File: src/rtl/captura_pkg.sv
// captura_pkg: code constants shared with the decoder, FSM state type and
// the default debounce length for the input-capture stage.
`default_nettype none

package captura_pkg;

    localparam int DEBOUNCE_CYCLES_DEF = 16;

    localparam logic [6:0] C1 = 7'h01;
    localparam logic [6:0] C2 = 7'h12;
    localparam logic [6:0] C3 = 7'h24;
    localparam logic [6:0] C4 = 7'h3A;
    localparam logic [6:0] C5 = 7'h15;
    localparam logic [6:0] C6 = 7'h48;

    typedef enum logic [2:0] {
        ST_IDLE             = 3'd0,
        ST_DEBOUNCE_PRESS   = 3'd1,
        ST_EMIT             = 3'd2,
        ST_WAIT_RELEASE     = 3'd3,
        ST_DEBOUNCE_RELEASE = 3'd4
    } estado_t;

    function automatic logic codigo_valido(input logic [6:0] codigo);
        return (codigo == C1) || (codigo == C2) || (codigo == C3) ||
               (codigo == C4) || (codigo == C5) || (codigo == C6);
    endfunction

endpackage

`default_nettype wire

File: src/rtl/captura_entrada_filtro_rebote.sv
// filtro_rebote: saturating stability counter; o_stable is high once i_value
// has held the same value for DEBOUNCE_CYCLES consecutive cycles.
`default_nettype none

module filtro_rebote #(
    parameter int WIDTH           = 7,
    parameter int DEBOUNCE_CYCLES = 16,
    parameter int CNT_W           = 16
) (
    input  logic             clk,
    input  logic             rst_n,
    input  logic [WIDTH-1:0] i_value,
    input  logic             i_clear,
    output logic             o_stable
);

    localparam logic [CNT_W-1:0] c_SAT = CNT_W'(DEBOUNCE_CYCLES);

    logic [WIDTH-1:0] r_prev;
    logic [CNT_W-1:0] r_cnt;
    logic             w_changed;
    logic [CNT_W-1:0] w_cnt;

    // The visible count is zero in the very cycle the value differs from the
    // previous one, so a fresh value starts counting immediately.
    assign w_changed = (i_value != r_prev);
    assign w_cnt     = (w_changed || i_clear) ? '0 : r_cnt;
    assign o_stable  = (w_cnt == c_SAT);

    always_ff @(posedge clk or negedge rst_n) begin
        if (!rst_n) begin
            r_prev <= '0;
            r_cnt  <= '0;
        end else begin
            r_prev <= i_value;
            if (i_clear) begin
                r_cnt <= '0;
            end else if (w_cnt == c_SAT) begin
                r_cnt <= c_SAT;
            end else begin
                r_cnt <= w_cnt + CNT_W'(1);
            end
        end
    end

endmodule

`default_nettype wire

File: src/rtl/captura_entrada.sv
// captura_entrada: synchronise and debounce switches and confirm button, emit a
// one-cycle Controle strobe with the code. Option macro: CODIGO_VALIDO_EN (adds Erro).
`default_nettype none

module captura_entrada
    import captura_pkg::*;
#(
    parameter int DEBOUNCE_CYCLES = DEBOUNCE_CYCLES_DEF,
    parameter int CNT_W           = 16
) (
    input  logic       clk,
    input  logic       Reset,
    input  logic [6:0] Chaves,
    input  logic       Botao,
    output logic [6:0] Entrada,
    output logic       Controle,
`ifdef CODIGO_VALIDO_EN
    output logic       Erro,
`endif
    output logic       Ocupado
);

    localparam logic [CNT_W-1:0] c_FIM = CNT_W'(DEBOUNCE_CYCLES - 1);

    logic [6:0]       r_chs_m;
    logic [6:0]       r_chs;
    logic             r_bts_m;
    logic             r_bts;
    estado_t          r_estado;
    logic [CNT_W-1:0] r_cnt;
    logic [6:0]       r_entrada;
    logic             r_controle;
    logic             w_estavel;
`ifdef CODIGO_VALIDO_EN
    logic             r_erro;
`endif

    always_ff @(posedge clk or negedge Reset) begin
        if (!Reset) begin
            r_chs_m <= '0;
            r_chs   <= '0;
            r_bts_m <= 1'b0;
            r_bts   <= 1'b0;
        end else begin
            r_chs_m <= Chaves;
            r_chs   <= r_chs_m;
            r_bts_m <= Botao;
            r_bts   <= r_bts_m;
        end
    end

    filtro_rebote #(
        .WIDTH           (7),
        .DEBOUNCE_CYCLES (DEBOUNCE_CYCLES),
        .CNT_W           (CNT_W)
    ) u_filtro_chaves (
        .clk      (clk),
        .rst_n    (Reset),
        .i_value  (r_chs),
        .i_clear  (1'b0),
        .o_stable (w_estavel)
    );

    always_ff @(posedge clk or negedge Reset) begin
        if (!Reset) begin
            r_estado   <= ST_IDLE;
            r_cnt      <= '0;
            r_entrada  <= '0;
            r_controle <= 1'b0;
`ifdef CODIGO_VALIDO_EN
            r_erro     <= 1'b0;
`endif
        end else begin
            r_controle <= 1'b0;
`ifdef CODIGO_VALIDO_EN
            r_erro     <= 1'b0;
`endif
            unique case (r_estado)
                ST_IDLE: begin
                    if (r_bts) begin
                        r_estado <= ST_DEBOUNCE_PRESS;
                        r_cnt    <= '0;
                    end
                end
                ST_DEBOUNCE_PRESS: begin
                    if (!r_bts) begin
                        r_estado <= ST_IDLE;
                    end else if (r_cnt == c_FIM) begin
                        // Counter parks at c_FIM until the switches settle.
                        if (w_estavel) begin
                            r_estado <= ST_EMIT;
`ifdef CODIGO_VALIDO_EN
                            if (codigo_valido(r_chs)) begin
                                r_entrada  <= r_chs;
                                r_controle <= 1'b1;
                            end else begin
                                r_erro <= 1'b1;
                            end
`else
                            r_entrada  <= r_chs;
                            r_controle <= 1'b1;
`endif
                        end
                    end else begin
                        r_cnt <= r_cnt + CNT_W'(1);
                    end
                end
                ST_EMIT: begin
                    r_estado <= ST_WAIT_RELEASE;
                end
                ST_WAIT_RELEASE: begin
                    if (!r_bts) begin
                        r_estado <= ST_DEBOUNCE_RELEASE;
                        r_cnt    <= '0;
                    end
                end
                ST_DEBOUNCE_RELEASE: begin
                    if (r_bts) begin
                        r_estado <= ST_WAIT_RELEASE;
                    end else if (r_cnt == c_FIM) begin
                        r_estado <= ST_IDLE;
                    end else begin
                        r_cnt <= r_cnt + CNT_W'(1);
                    end
                end
                default: begin
                    r_estado <= ST_IDLE;
                end
            endcase
        end
    end

    assign Entrada  = r_entrada;
    assign Controle = r_controle;
    assign Ocupado  = (r_estado != ST_IDLE);
`ifdef CODIGO_VALIDO_EN
    assign Erro     = r_erro;
`endif

endmodule

`default_nettype wire
File: config.mk
export PLATFORM = sky130hd
export DESIGN_NAME = captura_entrada
export DESIGN_NICKNAME = d
export VERILOG_FILES = /design/src/rtl/captura_pkg.sv /design/src/rtl/captura_entrada_filtro_rebote.sv /design/src/rtl/captura_entrada.sv
export SDC_FILE = /design/constraint.sdc
export NUM_CORES = 1
export LEC_CHECK = 0
export BUFFER_PORTS_ARGS = -buffer_cell sky130_fd_sc_hd__buf_4
export CAP_MARGIN = 30
export CORE_UTILIZATION = 59
export DETAILED_ROUTE_END_ITERATION = 12
export PLACE_DENSITY = 0.75
export SETUP_SLACK_MARGIN = 0.1
export SLEW_MARGIN = 25
export SYNTH_ARGS = -nofsm -noshare
export SYNTH_HDL_FRONTEND = slang
export SYNTH_SLANG_ARGS = --single-unit
File: constraint.sdc
create_clock -name clk -period 3.2 [get_ports clk]
set_input_delay 0.64 -clock clk [delete_from_list [all_inputs] [get_ports clk]]
set_output_delay 0.64 -clock clk [all_outputs]
set_load 0.02 [all_outputs]
# Word level (Yosys, flattened, before mapping)
# Index checks and enable logic that the tools add are counted.
dict set report word_totals {
  out_inout_bits 9
  register_bits 66
  word_cells 52
  inputBits 10
}
dict set report classes {
  add_sub_neg 2
  n_reduce_logical 6
  eq_ne 14
  n_mux 20
}
# cell n
set op_table {}
lappend op_table {{$mux W16} 7}
lappend op_table {{$pmux W16 S4} 1}
lappend op_table {{$add A16 B1 Y16 const B} 2}
lappend op_table {{$mux W3} 7}
lappend op_table {{$eq A16 B4 Y1 const B} 1}
lappend op_table {{$eq A16 B5 Y1 const B} 1}
lappend op_table {{$pmux W3 S5} 1}
lappend op_table {{$reduce_and A5 Y1} 2}
lappend op_table {{$ne A2 B2 Y1 const B} 4}
lappend op_table {{$ne A7 B7 Y1} 1}
lappend op_table {{$eq A3 B2 Y1 const B} 2}
lappend op_table {{$ne A3 B3 Y1 const B} 2}
lappend op_table {{$mux W1} 4}
lappend op_table {{$reduce_and A4 Y1} 1}
lappend op_table {{$reduce_bool A4 Y1} 1}
lappend op_table {{$eq A3 B1 Y1 const B} 1}
lappend op_table {{$eq A3 B3 Y1 const B} 1}
lappend op_table {{$logic_not A3 Y1} 1}
lappend op_table {{$ne A3 B2 Y1 const B} 1}
lappend op_table {{$reduce_bool A3 Y1} 1}

# Depth between registers and ports, before layout
dict set report depth {
  depth_word 7
  depth_mapped 12
  ltp_nobuf 11
}

# Hierarchy
# A second synthesis with hierarchy kept.
dict set report hier_totals {
  hier_cells 300
  area_unflattened_um2 3254.4
}
# mod instances cells_each area_each_um2
set modules_own_cells {}
lappend modules_own_cells {captura_entrada 1 191 2059.5}
lappend modules_own_cells {filtro_rebote 1 109 1194.9}

# Worst setup path before layout
# Ideal clock, no wire load.
dict set report synth_timing {
  path_kind {register to register}
  start {reg r_chs[6]}
  end {reg r_entrada[0], in the netlist Entrada[0]}
  stages_incl_launch_ff 13
  period_less_slack_ns 2.700
  t_required_ns 3.075
  slack_ns 0.500
  arrival_ns 2.575
  path_cell_list {dfrtp_1 -> xor2_1 -> nor4_1 -> nand4_2 -> inv_1 -> nand2_1 -> ha_1 -> nor4b_1 -> nand4_1 -> or2_4 -> or4_4 -> buf_6 -> mux2_4}
}
dict set report synth_between {
  elab_chain_cells 4
}
# element line
set synth_rtl {}
lappend synth_rtl {{from (decl)} captura_entrada.sv:26} ;# logic [6:0] r_chs;
lappend synth_rtl {{from (signal assigned)} captura_entrada.sv:46} ;# r_chs <= r_chs_m;
lappend synth_rtl {{$ne A7 B7 Y1} captura_entrada_filtro_rebote.sv:26} ;# assign w_changed = (i_value != r_prev);
lappend synth_rtl {{$mux W16} captura_entrada_filtro_rebote.sv:27} ;# assign w_cnt = (w_changed || i_clear) ? '0 : r_cnt;
lappend synth_rtl {{$eq A16 B5 Y1} captura_entrada_filtro_rebote.sv:28} ;# assign o_stable = (w_cnt == c_SAT);
lappend synth_rtl {{$reduce_and A4 Y1 (no source line)} -}
lappend synth_rtl {{to (signal assigned)} captura_entrada.sv:100} ;# r_entrada <= r_chs;
lappend synth_rtl {{to (decl)} captura_entrada.sv:31} ;# logic [6:0] r_entrada;
# Every way passes these cells.
# A chain may end at the register's enable or synchronous reset.

# Worst setup path after layout
dict set report layout_timing {
  start {reg r_chs[2]}
  end {reg r_entrada[2], in the netlist Entrada[2]}
}
dict set report layout_between {
  elab_chain_cells 4
}
# element line
set layout_rtl {}
lappend layout_rtl {{$ne A7 B7 Y1} captura_entrada_filtro_rebote.sv:26}
lappend layout_rtl {{$mux W16} captura_entrada_filtro_rebote.sv:27}
lappend layout_rtl {{$eq A16 B5 Y1} captura_entrada_filtro_rebote.sv:28}
lappend layout_rtl {{$reduce_and A4 Y1 (no source line)} -}
# Parallel ways exist; a longest one is shown, timed or not.

==> results.sh <==
export IMPL_multi_input_area_um2=1190
export IMPL_setup_violations=0
export IMPL_antenna_cells=0
export IMPL_port_buffers=18
export IMPL_post_cts_resized=0
export IMPL_gp_congestion=0.774
export IMPL_cts_sinks=66
export IMPL_synth_fp_nets=270
export IMPL_clkPwrFrac=0.374
export IMPL_clkLatencyLatePin_ps=340
export IMPL_syn_to_final_growth_pct=12.4
export IMPL_fin_nets=297
export IMPL_path_clk_slew_ps=60
export IMPL_hpwl_mm=3.38
export IMPL_powerDensity_nw_per_um2=459
export IMPL_cts_hold_buf=0
export IMPL_netlist_instances=257
export IMPL_pin_count=19
export IMPL_dp_cells=338
export IMPL_fillers=350
export IMPL_cts_root_buf="clkbuf_8"
export IMPL_p_leak_nw=1.45
export IMPL_avgSynthCellArea_um2=11.3
export IMPL_finalHoldViolCount=0
export IMPL_drt_pass1_iter_count=4
export IMPL_status="finished, final reports clean"
export IMPL_slowest_stage="or4_4"
export IMPL_final_util=0.692
export IMPL_stdcell_area_um2=3270
export IMPL_cts_tree="done"
export IMPL_drive_gt1_frac=0.175
export IMPL_yosysUniqueCellTypes=42
export IMPL_fin_cells=352
export IMPL_ant_nets=0
export IMPL_placementRows=25
export IMPL_cts_setup_buffers=0
export IMPL_htreeDepth=3
export IMPL_drt_drc_violations_left=0
export IMPL_grt_pass1_vias=1909
export IMPL_ir_drop_mv=0.282
export IMPL_yosysSeqAreaShare=0.568
export IMPL_drt_iter0_drc=135
export IMPL_switchingPower_w=0.000334
export IMPL_ys_warnings_count=0
export IMPL_antenna_found_initial=0
export IMPL_vias=1951
export IMPL_grt_overflow=0
export IMPL_routed_wl_mm=5.09
export IMPL_crit_required_ps=3420
export IMPL_initial_core_util=0.615
export IMPL_cp_start_kind="flop"
export IMPL_critPathMaxStageDelay_ps=580
export IMPL_p_int_w=0.00117
export IMPL_die_height_um=72.2
export IMPL_worst_slew_pin_slew_ps=839
export IMPL_die_area_um2=5210
export IMPL_critPathMaxFanout=7
export IMPL_r2r_setup_slack_ps=340
export IMPL_min_period_over_period=0.895
export IMPL_slew_headroom=0.432
export IMPL_synth_edf_count=0
export IMPL_critPathKind="flop to flop"
export IMPL_finalCriticalPeriod_ps=2860
export IMPL_end_kind="flop"
export IMPL_fmax_mhz=349
export IMPL_post_dp_cell_area_um2=3110
export IMPL_grt_start_max_net_pins=67
export IMPL_cts_max_path_buffers=2
export IMPL_grt_pass1_wl_mm=9.06
export IMPL_fp_dieW_um=72.2
export IMPL_async_reset_ff_frac=1.00
export IMPL_crit_chain="xor2_1 > nor4_1 > nand4_2 > inv_1 > nand2_1 > ha_1 > nor4b_1 > nand4_1 > or2_4 > or4_4 > mux2_4"
export IMPL_vias_per_cell=5.54
export IMPL_skew_ps=7.97
export IMPL_fin_setup_tns_ps=0
export IMPL_power_w=0.00150
export IMPL_wl_per_cell_um=14.5
export IMPL_cts_buffers=9
export IMPL_timing_max_cap_violations=0
export IMPL_drv_slew=0
export IMPL_syn_cell_area_um2=2910
export IMPL_grt_usage=0.236
export IMPL_cp_data_arrival_time_ps=3080
export IMPL_hp_class="flop to flop"
export IMPL_seqPwrFrac=0.584
export IMPL_power_share_switching=0.222
export IMPL_core_um2=4720
export IMPL_rsz0062_at_grt="false"
export IMPL_comb_power_share=0.042
export IMPL_regArea_um2=1650
export IMPL_synth_ff_type="dfrtp_1"
export IMPL_synth_seq_cells=66
## synth_stat cells (all sizes together), types with 5 or more instances
library cell,n,area [um2]
o21ai,11,55.1
dfrtp,66,1650
or3,9,56.3
nand4,10,75.1
nor3,6,30.0
a21oi,10,50.1
nor4,5,50.1
nor2,27,101
xnor2,10,87.6
inv,6,22.5
nand2,15,56.3
xor2,17,149
nand3,13,65.1
mux2,7,105
## per-layer routing
layer  track usage  wire length [um]  share of wire  vias to the layer above
met5             0                 0              0                        -
met4        0.0937                94          0.018                        0
met3         0.101               203          0.040                        9
met2         0.344              2400           0.47                       34
met1         0.314              2390           0.47                      949
li1              -                 -              -                      959
## power by group through the flow
| stage | clock network [W] | logic, W | registers (W) |
|---|---|---|---|
| after global routing | 0.000612 | 0.0000751 | 0.000878 |
| after global placement | 0 | 0.0000639 | 0.000889 |
| after floorplan | 0 | 0.0000356 | 0.000884 |
| final | 0.000560 | 0.0000637 | 0.000876 |
| after detailed placement | 0 | 0.0000652 | 0.000890 |
| after CTS | 0.000578 | 0.0000657 | 0.000875 |
## stage by stage
step / hold slack, ps / worst slack, ps
final: 347 / 336
after global routing: 364 / 175
after CTS: 348 / 261
after detailed placement: 335 / 279
after global placement: 333 / 366
after floorplan: 331 / 500
## worst max-delay path, delay by kind of cell (launching register included)
| kind | cells | cell delay, ps |
|---|---|---|
| XOR/XNOR | 1 | 190 |
| adder cells (fa/ha/maj) | 1 | 130 |
| buffers and inverters | 1 | 70 |
| flip-flops | 1 | 400 |
| multiplexers | 1 | 330 |
| AND/OR/NAND/NOR | 7 | 1620 |
## logic make-up after synthesis
family	after synthesis	share of synthesized area
compound gates	30	0.0607
xor+xnor	27	0.0814
fa+ha+maj	3	0.0129
buf+inv	13	0.0224
flops	66	0.568
mux	7	0.0362
simple gates	111	0.218
## cell usage in the layout, fill, tap and decap left out, types with 3 or more instances in the layout
master,count
xor2_1,17
nand2_1,15
ha_1,3
and3_1,3
buf_4,23
inv_1,6
nand4_1,8
xnor2_1,10
nor2b_1,3
nor4_2,3
nand3_1,13
o21ai_0,11
a21oi_1,10
mux2_4,7
nor4b_1,4
or3_1,9
dfrtp_1,66
nor3_1,6
nor2_1,27
clkbuf_8,10
## sequential cells by signal (all words and copies together), names as in the netlist
signal and cells:
Entrada 7, r_bts 1, r_estado 3, u_filtro_chaves.r_prev 7
r_bts_m 1, u_filtro_chaves.r_cnt 16, r_chs_m 7, r_chs 7
Controle 1, r_cnt 16
## worst paths after layout
kind                                     endpoint                from  cells after the start
max in group asynchronous         r_bts$_DFF_PN0_               Reset                      1
min reg2reg                       r_bts$_DFF_PN0_   r_bts_m$_DFF_PN0_                      0
min                               r_bts$_DFF_PN0_   r_bts_m$_DFF_PN0_                      0
max reg2reg                Entrada[2]$_DFFE_PN0P_  r_chs[2]$_DFF_PN0_                     11
max                        Entrada[2]$_DFFE_PN0P_  r_chs[2]$_DFF_PN0_                     11
min in group asynchronous  Entrada[6]$_DFFE_PN0P_               Reset                      1
## area by class of cell
cell class | instances | share of cell area
inverters | 6 | 0.00689
clock buffers | 11 | 0.0433
well taps | 67 | 0.0257
clock inverters | 1 | 0.00153
flip-flops and latches | 66 | 0.506
multi-input cells | 178 | 0.364
repair buffers | 23 | 0.0529
Power figures use the tool's default switching activity.
